===== src/rtl/sa_arith_pkg.sv =====
// Shared arithmetic-unit definitions: control-state encoding, Booth recoding and
// counter sizing used by the sequential multiplier and divider.
package sa_arith_pkg;

    typedef enum logic [1:0] {
        IDLE = 2'd0,
        RUN  = 2'd1,
        DONE = 2'd2
    } sa_state_e;

    typedef enum logic [1:0] {
        BOOTH_NOP = 2'd0,
        BOOTH_ADD = 2'd1,
        BOOTH_SUB = 2'd2
    } booth_op_e;

    // Radix-2 Booth recoding of the current multiplier bit pair {Q[0], Q_-1}.
    function automatic booth_op_e booth_decode(input logic q0, input logic qm1);
        booth_op_e op;
        case ({q0, qm1})
            2'b01:   op = BOOTH_ADD;
            2'b10:   op = BOOTH_SUB;
            default: op = BOOTH_NOP;
        endcase
        return op;
    endfunction

    // Counter width able to hold the iteration count WIDTH.
    function automatic int sa_cnt_width(input int width);
        return $clog2(width + 1);
    endfunction

endpackage


===== src/rtl/booth_step.sv =====
// One combinational radix-2 Booth iteration: conditional add/sub of Mreg into A,
// then arithmetic shift right of {A, Q, Q_-1} by one bit.
module booth_step
    import sa_arith_pkg::*;
#(
    parameter int WIDTH = 4
) (
    input  logic [WIDTH:0]   a,
    input  logic [WIDTH-1:0] q,
    input  logic             qm1,
    input  logic [WIDTH:0]   mreg,
    output logic [WIDTH:0]   a_next,
    output logic [WIDTH-1:0] q_next,
    output logic             qm1_next
);

    booth_op_e        op_s;
    logic [WIDTH:0]   sum_s;

    // Add/sub selected by the Booth pair, followed by the sign-preserving shift.
    always_comb begin
        op_s  = booth_decode(q[0], qm1);
        sum_s = a;
        case (op_s)
            BOOTH_ADD: sum_s = a + mreg;
            BOOTH_SUB: sum_s = a - mreg;
            default:   sum_s = a;
        endcase
        a_next   = {sum_s[WIDTH], sum_s[WIDTH:1]};
        q_next   = {sum_s[0], q[WIDTH-1:1]};
        qm1_next = q[0];
    end

endmodule


===== src/rtl/booth_multiplier_seq.sv =====
// Sequential signed radix-2 Booth multiplier with start/done handshake.
// Optional BOOTH_ZERO_SKIP_EN: zero operands bypass the iterations (done one cycle after accept).
module booth_multiplier_seq
    import sa_arith_pkg::*;
#(
    parameter int WIDTH = 4
) (
    input  logic                 clk,
    input  logic                 rst,
    input  logic                 start,
    input  logic [WIDTH-1:0]     multiplicand,
    input  logic [WIDTH-1:0]     multiplier,
    output logic                 busy,
    output logic                 done,
    output logic [2*WIDTH-1:0]   product
);

    localparam int                CNT_W    = sa_cnt_width(WIDTH);
    localparam logic [CNT_W-1:0]  CNT_ONE  = CNT_W'(1);
    localparam logic [CNT_W-1:0]  CNT_INIT = CNT_W'(WIDTH);

    sa_state_e              state_r;
    sa_state_e              state_next_s;
    logic [WIDTH:0]         a_r;
    logic [WIDTH-1:0]       q_r;
    logic                   qm1_r;
    logic [WIDTH:0]         mreg_r;
    logic [CNT_W-1:0]       count_r;
    logic [2*WIDTH-1:0]     product_r;
    logic                   busy_r;
    logic                   done_r;
    logic                   zero_pend_r;

    logic [WIDTH:0]         a_step_s;
    logic [WIDTH-1:0]       q_step_s;
    logic                   qm1_step_s;
    logic                   ready_s;
    logic                   accept_s;
    logic                   zero_op_s;
    logic                   last_step_s;

    booth_step #(
        .WIDTH (WIDTH)
    ) u_step (
        .a        (a_r),
        .q        (q_r),
        .qm1      (qm1_r),
        .mreg     (mreg_r),
        .a_next   (a_step_s),
        .q_next   (q_step_s),
        .qm1_next (qm1_step_s)
    );

    // Handshake qualification; a pending zero-skip blocks a second accept.
    always_comb begin
        if ((state_r == IDLE || state_r == DONE) && !zero_pend_r) begin
            ready_s = 1'b1;
        end else begin
            ready_s = 1'b0;
        end
        accept_s    = start && ready_s;
        last_step_s = (state_r == RUN) && (count_r == CNT_ONE);
`ifdef BOOTH_ZERO_SKIP_EN
        zero_op_s = (multiplicand == {WIDTH{1'b0}}) || (multiplier == {WIDTH{1'b0}});
`else
        zero_op_s = 1'b0;
`endif
    end

    // Next-state logic; a zero-skip waits one cycle in IDLE before DONE.
    always_comb begin
        state_next_s = state_r;
        case (state_r)
            IDLE, DONE: begin
                if (zero_pend_r) begin
                    state_next_s = DONE;
                end else if (accept_s) begin
                    state_next_s = zero_op_s ? IDLE : RUN;
                end else begin
                    state_next_s = IDLE;
                end
            end
            RUN: begin
                if (count_r == CNT_ONE) begin
                    state_next_s = DONE;
                end else begin
                    state_next_s = RUN;
                end
            end
            default: state_next_s = IDLE;
        endcase
    end

    // State register.
    always_ff @(posedge clk or posedge rst) begin
        if (rst) begin
            state_r <= IDLE;
        end else begin
            state_r <= state_next_s;
        end
    end

    // Operand capture, Booth iteration, product capture and registered status.
    always_ff @(posedge clk or posedge rst) begin
        if (rst) begin
            a_r         <= {(WIDTH+1){1'b0}};
            q_r         <= {WIDTH{1'b0}};
            qm1_r       <= 1'b0;
            mreg_r      <= {(WIDTH+1){1'b0}};
            count_r     <= {CNT_W{1'b0}};
            product_r   <= {(2*WIDTH){1'b0}};
            busy_r      <= 1'b0;
            done_r      <= 1'b0;
            zero_pend_r <= 1'b0;
        end else begin
            busy_r      <= (state_next_s == RUN);
            done_r      <= (state_next_s == DONE);
            zero_pend_r <= accept_s && zero_op_s;
            if (accept_s && !zero_op_s) begin
                a_r     <= {(WIDTH+1){1'b0}};
                q_r     <= multiplier;
                qm1_r   <= 1'b0;
                mreg_r  <= {multiplicand[WIDTH-1], multiplicand};
                count_r <= CNT_INIT;
            end else if (state_r == RUN) begin
                a_r     <= a_step_s;
                q_r     <= q_step_s;
                qm1_r   <= qm1_step_s;
                count_r <= count_r - CNT_ONE;
            end else begin
                count_r <= count_r;
            end
            // Product only moves on the edge that enters DONE.
            if (last_step_s) begin
                product_r <= {a_step_s[WIDTH-1:0], q_step_s};
            end else if (zero_pend_r) begin
                product_r <= {(2*WIDTH){1'b0}};
            end else begin
                product_r <= product_r;
            end
        end
    end

    assign busy    = busy_r;
    assign done    = done_r;
    assign product = product_r;

endmodule

===== config.mk =====
export PLATFORM = sky130hd
export DESIGN_NAME = booth_multiplier_seq
export DESIGN_NICKNAME = d
export VERILOG_FILES = /design/src/rtl/sa_arith_pkg.sv /design/src/rtl/booth_step.sv /design/src/rtl/booth_multiplier_seq.sv
export SDC_FILE = /design/constraint.sdc
export NUM_CORES = 1
export LEC_CHECK = 0
export CAP_MARGIN = 25
export CORE_ASPECT_RATIO = 0.7
export CORE_MARGIN = 10
export CORE_UTILIZATION = 48
export DETAILED_ROUTE_END_ITERATION = 8
export PLACE_DENSITY = 0.78
export SETUP_SLACK_MARGIN = 0.02
export SYNTH_ARGS = -nofsm -noshare
export SYNTH_HDL_FRONTEND = slang
export SYNTH_SLANG_ARGS = --single-unit
export TNS_END_PERCENT = 50

===== constraint.sdc =====
create_clock -name clk -period 2.3 [get_ports clk]
set_input_delay 0.46 -clock clk [delete_from_list [all_inputs] [get_ports clk]]
set_output_delay 0.46 -clock clk [all_outputs]
set_load 0.02 [all_outputs]

# --- Word-level counts from Yosys, hierarchy flattened ---
# Index checks and enable logic that the tools add are counted.
op_classes:
  n_mux: 15
  n_reduce_logical: 6
  eq_ne: 9
  addsub: 3
ops:
  columns: ["op", "n"]
  rows:
  - ["$mux 5", 2]
  - ["$pmux 5 s2", 1]
  - ["$eq 2x1->1 const B", 4]
  - ["$eq 2x2->1 const B", 4]
  - ["$mux 4", 2]
  - ["$mux 8", 1]
  - ["$pmux 2 s2", 2]
  - ["$mux 3", 2]
  - ["$add 5x5->5", 1]
  - ["$sub 5x5->5", 1]
  - ["$mux 1", 4]
  - ["$eq 3x1->1 const B", 1]
  - ["$sub 3x1->3 const B", 1]
  - ["$logic_and 1x1->1", 2]
  - ["$logic_not 2->1", 1]
  - ["$mux 2", 1]
  - ["$reduce_bool 2->1", 1]
  - ["$reduce_or 2->1", 1]
  - ["$logic_or 1x1->1", 1]
totals:
  regBits: 29
  output_inout_bits: 10
  word_cells: 42
  in_bits: 11

# --- Logic depth before layout (Yosys ltp) ---
# Gate-level depths: netlist (run 1).
depth:
  word_depth: 7
  ltp_mapped: 10
  ltp_nobuf: 10

# --- Cells and area by module ---
# Synthesis (run 1) repeated with hierarchy kept, for this count alone.
unflattened:
  hier_cells: 138
  hier_area_um2: 1622.8
modules_own_cells:
  columns: ["module", "area_per_inst_um2", "instances", "cells_per_inst", "seq_area_each_um2"]
  rows:
  - ["booth_multiplier_seq", 1272.5, 1, 90, 725.7]
  - ["booth_step", 350.3, 1, 48, 0.0]

# --- Least setup slack after synthesis (run 1) ---
# No wires, ideal clock.
synth_timing:
  path_type: "flip-flop to flip-flop"
  startpoint: "register qm1_r"
  endpoint: "register a_r[3]"
  setup_ns: 0.069
  path_stages_with_launch: 10
  t_required_ns: 2.231
  arrival_time_ns: 2.251
  path_slack_ns: -0.020
  path_buffers: 0
  period_less_slack_ns: 2.320
  path_cell_list: "dfrtp_1 inv_1 ha_1 mux2_2 fa_1 nand2b_1 a21oi_2 xnor2_1 or4_1 nand3_1"
synth_via:
  elab_chain_len: 6
  word_cells_on_any_way: 8
  cone_classes: "eq/ne (4); mux (4)"
synth_lines:
  columns: ["item", "line_no", "rtl"]
  rows:
  - ["start: declaration", "booth_multiplier_seq.sv:26", "logic qm1_r;"]
  - ["start signal: assignment", "booth_multiplier_seq.sv:128", "qm1_r <= qm1_step_s;"]
  - ["$eq 2x2->1 or $eq 2x1->1 (tied branches)", "sa_arith_pkg.sv:20", "case ({q0, qm1})"]
  - ["$pmux 2 s2 (*)", "sa_arith_pkg.sv:20", null]
  - ["$eq 2x2->1 or $eq 2x1->1 (tied branches)", "booth_step.sv:24", "case (op_s)"]
  - ["$pmux 5 s2 (*)", "booth_step.sv:24", null]
  - ["$mux 5 (*)", "booth_multiplier_seq.sv:125", "end else if (state_r == RUN) begin"]
  - ["$mux 5 (*)", "booth_multiplier_seq.sv:119", "if (accept_s && !zero_op_s) begin"]
  - ["end signal: assignment", "booth_multiplier_seq.sv:106", "a_r <= {(WIDTH+1){1'b0}};"]
  - ["end signal: assignment", "booth_multiplier_seq.sv:120", "a_r <= {(WIDTH+1){1'b0}};"]
  - ["end signal: assignment", "booth_multiplier_seq.sv:126", "a_r <= a_step_s;"]
  - ["end: declaration", "booth_multiplier_seq.sv:24", "logic [WIDTH:0] a_r;"]
# Every way passes the cells marked *; elsewhere a longest branch is shown, timed or not. The select of a mux whose other input is x is not followed.
# A chain may end at the register's enable or synchronous reset.

# --- Final worst setup path (run 1) ---
layout_timing:
  startpoint: "register mreg_r[1]"
  endpoint: "register a_r[3]"
layout_via:
  elab_chain_len: 4
  word_cells_on_any_way: 5
  cone_classes: "add/sub (2); mux (3)"
layout_lines:
  columns: ["item", "line_no", "rtl"]
  rows:
  - ["start: declaration", "booth_multiplier_seq.sv:27", "logic [WIDTH:0] mreg_r;"]
  - ["start signal: assignment", "booth_multiplier_seq.sv:109", "mreg_r <= {(WIDTH+1){1'b0}};"]
  - ["start signal: assignment", "booth_multiplier_seq.sv:123", "mreg_r <= {multiplicand[WIDTH-1], multiplicand};"]
  - ["$sub 5x5->5 or $add 5x5->5 (tied branches)", "booth_step.sv:26, booth_step.sv:25", null]
  - ["$pmux 5 s2 (*)", "booth_step.sv:24", null]
  - ["$mux 5 (*)", "booth_multiplier_seq.sv:125", null]
  - ["$mux 5 (*)", "booth_multiplier_seq.sv:119", null]
# Marks and branches as above.

==> results.cfg, run 1 <==
[placed_design]
place_inst = 212
dp_slack_ns = -0.0388
port_buffers = 20
globalplace.congestion = 0.849
dp.final_hpwl_um = 2410

[setup_path]
r2r_slack_ns = 0.03
path_max_fanout = 2
path_class = reg2reg
critPathCaptureType = flop
reg2reg_depth = 9
slowest_delay_ns = 0.40
r2r-start = mreg_r[1]$_DFFE_PP0P_
crit_path_top_delay_cell = or4_1
cp_data_required_time_ns = 2.52
path_cells = inv_1, ha_1, mux2_4, fa_2, nand2b_4, a21oi_4, xnor2_2, or4_1, nand3_1
worstReg2RegEnd = a_r[3]$_DFFE_PP0P_
worstSetupStartpointType = flop
crit_arrival_ns = 2.49
critPathLaunch = mreg_r[1]$_DFFE_PP0P_

[finish]
syn2layout_area_growth_pct = 28.3
drive_above_1_share = 0.137
diodes = 0
stdcell_count = 218
nets = 203

[drt]
dr.pass1.iters = 4
postRouteAntennaNets = 0
vias = 1140
routedWlPerCell_um = 14.3
totalWireLength_um = 3130
drt_iter0_drc = 58
viasPerCell = 5.23
drcViolationCount = 0

[pwr]
power_density_nw_per_um2 = 1860
fin_total_pwr_mw = 3.38
ir_drop_mv = 0.727
p_leak_nw = 0.871

[timing]
rsz0062_at_grt = true
maxSlewHeadroom = 0.685
fmax_mhz = 441
skew_ns = 0.00494
final.setup.worst_slack_ns = 0.0309
maxSlewViolCount = 0
tightestPinTransition_ns = 0.471
min_period_ns = 2.27
period_share = 0.987
hold_ws_ns = 0.490
final_hold_viol_count = 0
fin_setup_tns_ns = 0
setup_viol = 0

[clock_tree]
clockBufferDepth = 2
clkLatencyLatePin_ns = 0.28
cts_tree = built
htree_levels = 1
clk_pin_slew_ns = 0.10
cts-root-buf = clkbuf_8
postCtsHoldBufs = 0
cts-buffers-inserted = 3
clock-sinks = 28

[synthesis]
ys_seq_elements = 28
synthMuxAreaShare = 0.0310
synth_area_leader_cell = dfrtp_1
ys_types = 28
async_reset_ff_frac = 1.00
synth_top_family_by_area = simple AND/OR/NAND/NOR gates
synth_top_area_frac = 0.496
synth-main-ff-cell = dfrtp_1
synth.cell_area_um2 = 1410
yosysWarnings = 0
syn_inst = 154
synth_enable_flop_cells = 0
ys_seq_area_frac = 0.496
synthAdderAreaFrac = 0.0850
synth_compound_area_frac = 0.120
synthSimpleGateAreaFrac = 0.193
avgSynthCellArea_um2 = 9.17
yosys-top-cells-area = dfrtp_1 (50%), nand2_1 (9.8%), ha_1 (7.1%)
synth_fp_nets = 174
synthXorXnorAreaFrac = 0.0248

[die]
initial_core_util = 0.504
die_w_um = 84.8
die_h_um = 65.4
ioPinCount = 21
fp-row-count = 16
dieArea_um2 = 5550
core_um2 = 2800

[flow_run]
drv_cap = 0

[global_route]
grt_pass1_wl_um = 5440
antenna_found_initial = 0
grt_max_degree = 29
grt_usage = 0.117
grt_overflow_total = 0
grt_pass1_vias = 1177

[min_path]
min-delay-start = a_r[0]$_DFFE_PP0P_
hp-class = reg2reg
hold_depth = 2
min_to = a_r[0]$_DFFE_PP0P_

[status]
status = completed
-- worst max-delay path by stage --
stage / slack, ns / end
after floorplan: 0.02 / a_r[3]$_DFFE_PP0P_
after global placement: 0.04 / a_r[3]$_DFFE_PP0P_
after detailed placement: -0.04 / product[7]$_DFFE_PP0P_
after CTS: 0.04 / a_r[3]$_DFFE_PP0P_
after global routing: -0.07 / product[7]$_DFFE_PP0P_
final: 0.03 / a_r[3]$_DFFE_PP0P_
-- cells in the mapped netlist (all sizes together), types with 2 or more instances --
master,count
nand2b,4
a21oi,7
a22oi,3
dfrtp,28
nand2,37
mux2,3
ha,8
inv,13
o21ai,16
buf,2
nor2b,4
clkbuf,3
and3,3
nor3,2
xnor2,3
nor2,9
-- stage by stage --
step	util	instance area [um^2]
finish	0.646	1810
global placement	0.608	1710
floorplan	-	1430
detailed placement	0.608	1710
CTS	0.645	1810
global route	0.646	1810
-- critical path: cells and delay by family, from the launching register on --
| kind | cells | cell delay [ns] |
|---|---|---|
| AOI/OAI and AO/OA | 1 | 0.14 |
| buffers and inverters | 1 | 0.08 |
| DFF | 1 | 0.39 |
| adders and majority gates | 2 | 0.59 |
| xor gates and xnor gates | 1 | 0.09 |
| muxes | 1 | 0.28 |
| and+or+nand+nor | 3 | 0.65 |
-- area by class of cell --
cell class	count	area, um^2
sequential	28	701
fill	229	991
multi-input combinational	108	678
tap	36	45.0
clock inverter	1	30.0
inverter	13	48.8
clock buffer	3	41.3
timing repair buffer	29	268
-- report_power, final --
part / total (mW) / internal, mW / switching, mW / leakage [nW]
registers: 0.893 / 0.729 / 0.164 / 0.344
logic: 2.10 / 1.01 / 1.08 / 0.491
clock network: 0.386 / 0.233 / 0.153 / 0.0357
total: 3.38 / 1.98 / 1.40 / 0.871
-- repair_timing --
action / in CTS / in global routing
resized for setup: 2 / 2
endpoints found under the setup margin: 2 / 3
pin swaps: 2 / 0
setup buffers: 2 / 0
cloned: 0 / 0
-- flip-flops by register name (all words and copies together) (netlist names) --
signal / count
mreg_r: 4
busy: 1
product: 8
done: 1
count_r: 3
q_r: 4
state_r: 2
a_r: 4
qm1_r: 1
-- cells by family after synthesis --
logic type      after synthesis
compound gates               29
xor+xnor                      4
fa+ha+maj                     9
buf+inv                      18
flops                        28
mux                           4
simple gates                 62
-- cell usage in the layout, fill, tap and decap left out, types with 2 or more instances in the layout --
cell type         n
a22oi_1           3
nand2_1          37
a21oi_1           5
nor3_1            2
o21ai_1           3
mux2_2            2
and3_1            3
nor2_2            3
ha_1              7
nor2_1            6
xnor2_1           2
nor2b_1           4
buf_4             9
inv_1            13
clkdlybuf4s50_1  20
nand2b_1          3
o21ai_0          13
dfrtp_1          28
clkbuf_8          3
-- routing by layer --
layer  share of wire  global-route usage  up-vias
met3           0.056              0.0468        6
met4          0.0061              0.0184        0
met1            0.43               0.129      551
met5               0                   0        -
met2            0.50               0.213       23
li1                -                   -      560
Note: power is estimated with default switching activity, not from simulation.
==> inputs of run 2 (changes only) <==
CORE_UTILIZATION = 53   (was 48)
PLACE_DENSITY = 0.81   (was 0.78)
SKIP_CTS_REPAIR_TIMING = 1   (was unset)
clock period = 2.5 ns   (was 2.3 ns; I/O delays follow)
==> results.cfg, run 2 (synthesis gave the netlist of run 1 again) <==
[status]
status = completed

[drt]
totalWireLength_um = 3110
drt_iter0_drc = 69
dr.pass1.iters = 4
routedWlPerCell_um = 14.7
wirelength_met1_um = 1330
drcViolationCount = 0
postRouteAntennaNets = 0
dr_wl_met3_um = 233
wl_met2_um = 1530
top_layer_used = met4
vias = 1134
viasPerCell = 5.37

[global_route]
grt_pass1_wl_um = 5280
grt_max_degree = 29
grt_usage = 0.125
grt_pass1_vias = 1146
grt_overflow_total = 0
antenna_found_initial = 0

[finish]
design_area_um2 = 1760
syn2layout_area_growth_pct = 24.4
final_cell_mix = nand2_1 (37), dfrtp_1 (28), clkdlybuf4s50_1 (20), o21ai_0 (13), inv_1 (12)
drive_above_1_share = 0.102
largest_reg_flops = 8
final_common_cell = nand2_1
diodes = 0
nets = 198

[timing]
period_share = 0.950
rsz0062_at_grt = false
fmax_mhz = 421
fin_setup_tns_ns = 0
skew_ns = 0.00274
tightestPinTransition_ns = 0.506
final_hold_viol_count = 0
hold_ws_ns = 0.492
maxSlewHeadroom = 0.662
setup_viol = 0
min_period_ns = 2.38
maxSlewViolCount = 0

[setup_path]
reg2reg_depth = 9
critPathCaptureType = flop
path_cells = inv_2, ha_1, mux2_2, fa_2, nand2b_1, a21oi_2, xnor2_2, or4_1, nand3_1
worstReg2RegEnd = a_r[3]$_DFFE_PP0P_
r2r_slack_ns = 0.12
path_class = reg2reg
critPathLaunch = mreg_r[0]$_DFFE_PP0P_
worst-path-buf-inv = 1
r2r-start = mreg_r[0]$_DFFE_PP0P_
cp.depth = 9
cpLargestDelayFamily = simple AND/OR/NAND/NOR gates
crit_path_top_delay_cell = dfrtp_1
cp_data_required_time_ns = 2.72
cp-endpoint = a_r[3]$_DFFE_PP0P_
path_max_fanout = 3
worstSetupStartpointType = flop
slowest_delay_ns = 0.40
crit_arrival_ns = 2.59

[pwr]
pwr-share-seq = 0.289
clkPwrFrac = 0.122
swShare = 0.421
ir_drop_mv = 0.833
fin_total_pwr_mw = 2.89
p_sw_mw = 1.22
p_leak_nw = 0.836
power_frac_comb = 0.589
cell_internal_pwr_mw = 1.68
power_density_nw_per_um2 = 1650

[clock_tree]
cts-root-buf = clkbuf_8
clkLatencyLatePin_ns = 0.27
clockBufferDepth = 2
htree_levels = 1
clock-sinks = 28
clk_pin_slew_ns = 0.09
cts_tree = built
cts-buffers-inserted = 3

[die]
die_w_um = 81.7
die_h_um = 63.2
initial_core_util = 0.566
dieArea_um2 = 5160
ioPinCount = 21
fp-row-count = 15
core_um2 = 2500

[placed_design]
dp.final_hpwl_um = 2340
port_buffers = 20
globalplace.congestion = 0.823
placed_area_um2 = 1660

[min_path]
hp-class = reg2reg

[flow_run]
drv_cap = 0
[run 2: tightest hold or removal path, stage by stage (launching register included)]
cell and delay (ns):
dfrtp_1 0.35, nand2_1 0.04, o21ai_0 0.06
[run 2: cell type report]
cell class	instances	area (um^2)
clock inverters	1	30.0
clock buffers	3	41.3
inverters	13	48.8
repair buffers	24	230
flip-flops and latches	28	701
multi-input cells	108	664
well taps	34	42.5
fillers	182	738
[run 2: stage by stage]
stage | util | instances | setup WS, ns
floorplan | - | 154 | 0.180
global placement | 0.664 | 206 | 0.122
detailed placement | 0.664 | 206 | 0.0565
CTS | 0.692 | 210 | 0.0176
global route | 0.704 | 211 | 0.0209
finish | 0.704 | 211 | 0.124
[run 2: power by group through the flow]
stage               sequential [mW]  clock, mW  combinational (mW)
detailed placement            0.835          0                1.60
finish                        0.835      0.354                1.71
global placement              0.810          0                1.53
global route                  0.863      0.375                1.92
CTS                           0.828      0.351                1.61
floorplan                     0.887          0                1.07
[run 2: worst min-delay path by stage]
stage	from	endpoint	slack [ns]	depth (start not counted)
floorplan	a_r[0]$_DFFE_PP0P_	a_r[0]$_DFFE_PP0P_	0.45	2
global placement	product[1]$_DFFE_PP0P_	product[1]$_DFFE_PP0P_	0.46	2
detailed placement	product[1]$_DFFE_PP0P_	product[1]$_DFFE_PP0P_	0.47	2
CTS	product[6]$_DFFE_PP0P_	product[6]$_DFFE_PP0P_	0.50	2
global route	qm1_r$_DFFE_PP0P_	qm1_r$_DFFE_PP0P_	0.53	1
finish	product[6]$_DFFE_PP0P_	product[6]$_DFFE_PP0P_	0.49	2
[run 2: per-layer routing]
layer  vias up  GRT usage
li1        548          -
met3         2     0.0467
met4         0     0.0254
met5         -          0
met1       553      0.149
met2        31      0.209
==> inputs of run 3 (changes only) <==
CORE_UTILIZATION = 60   (was 53)
DONT_BUFFER_PORTS = 1   (was unset)
PLACE_DENSITY = 0.79   (was 0.81)
==> results.cfg, run 3 (synthesis gave the netlist of run 1 again) <==
[finish]
syn2layout_area_growth_pct = 8.33
nets = 177
final_cell_mix = nand2_1 (37), dfrtp_1 (28), o21ai_0 (13), inv_1 (13)
largest_reg_flops = 8
stdcell_count = 188
drive_above_1_share = 0.115
diodes = 0
final_common_cell = nand2_1

[timing]
setup_viol = 0
maxSlewViolCount = 0
skew_ns = 0.00979
min_period_ns = 2.44
tightestPinTransition_ns = 0.656
period_share = 0.974
fmax_mhz = 411
final_hold_viol_count = 0
maxSlewHeadroom = 0.562

[die]
die_h_um = 60.6
dieArea_um2 = 4730
ioPinCount = 21
fp-row-count = 14
die_w_um = 78.0
core_um2 = 2190
initial_core_util = 0.645

[placed_design]
globalplace.congestion = 0.854
port_buffers = 0
dp.final_hpwl_um = 2260
place_inst = 183

[setup_path]
r2r-start = mreg_r[0]$_DFFE_PP0P_
path_max_fanout = 3
worst-path-buf-inv = 1
cp_data_required_time_ns = 2.78
r2r_slack_ns = 0.06
worstReg2RegEnd = a_r[3]$_DFFE_PP0P_
path_class = reg2reg
critPathCaptureType = flop
cpLargestDelayFamily = simple AND/OR/NAND/NOR gates
reg2reg_depth = 9
slowest_delay_ns = 0.42
cp.depth = 9
worstSetupStartpointType = flop
path_cells = inv_1, ha_1, mux2_2, fa_2, nand2b_4, a21oi_4, xnor2_2, or4_1, nand3_1
crit_path_top_delay_cell = dfrtp_1
crit_arrival_ns = 2.71

[global_route]
grt_pass1_vias = 946
grt_max_degree = 20
grt_pass1_wl_um = 4630
grt_usage = 0.123
antenna_found_initial = 0
grt_overflow_total = 0

[drt]
postRouteAntennaNets = 0
drcViolationCount = 0
routedWlPerCell_um = 16.0
dr.pass1.iters = 4
viasPerCell = 5.61
vias = 1055
totalWireLength_um = 3000
drt_iter0_drc = 108

[clock_tree]
cts-root-buf = clkbuf_4
clock-sinks = 28
cts-buffers-inserted = 3
clkLatencyLatePin_ns = 0.34
clockBufferDepth = 2
cts_tree = built
htree_levels = 1
clk_pin_slew_ns = 0.16

[status]
status = completed

[min_path]
hp-class = in2async

[flow_run]
drv_cap = 0
==> run 3: final cells by class <==
cell class | instances | area, um^2
Multi-Input combinational cell | 108 | 682
Timing Repair Buffer | 3 | 22.5
Inverter | 13 | 48.8
Tap cell | 32 | 40.0
Fill cell | 158 | 659
Sequential cell | 28 | 701
Clock buffer | 4 | 36.3
==> run 3: how the worst max path moves through the flow <==
stage	from	endpoint	slack (ns)
global placement	qm1_r$_DFFE_PP0P_	a_r[3]$_DFFE_PP0P_	0.12
CTS	qm1_r$_DFFE_PP0P_	a_r[3]$_DFFE_PP0P_	-0.03
floorplan	qm1_r$_DFFE_PP0P_	a_r[3]$_DFFE_PP0P_	0.18
finish	mreg_r[0]$_DFFE_PP0P_	a_r[3]$_DFFE_PP0P_	0.06
global route	mreg_r[0]$_DFFE_PP0P_	a_r[3]$_DFFE_PP0P_	-0.0007
detailed placement	qm1_r$_DFFE_PP0P_	a_r[3]$_DFFE_PP0P_	0.01
==> run 3: metrics by stage <==
| stage | hold slack (ns) | area [um^2] | setup TNS [ns] | utilization | setup WS (ns) |
|---|---|---|---|---|---|
| floorplan | 0.450 | 1410 | 0 | - | 0.180 |
| global placement | 0.379 | 1450 | 0 | 0.661 | 0.123 |
| detailed placement | 0.398 | 1450 | 0 | 0.661 | 0.0125 |
| CTS | 0.0233 | 1480 | -0.0337 | 0.677 | -0.0337 |
| global route | 0.0319 | 1530 | -0.000703 | 0.699 | -0.000703 |
| finish | 0.00926 | 1530 | 0 | 0.699 | 0.0644 |
==> run 3: routing by layer <==
metal,wire length (um),vias up,global-route usage
li1,-,510,-
met1,1280,502,0.154
met2,1430,39,0.206
met3,264,4,0.0487
met4,25,0,0.0127
met5,0,-,0
Power of run 3 is left out: the tool's default activity adds up to more than one toggle a clock period on the data nets, which glitch-free logic cannot reach.
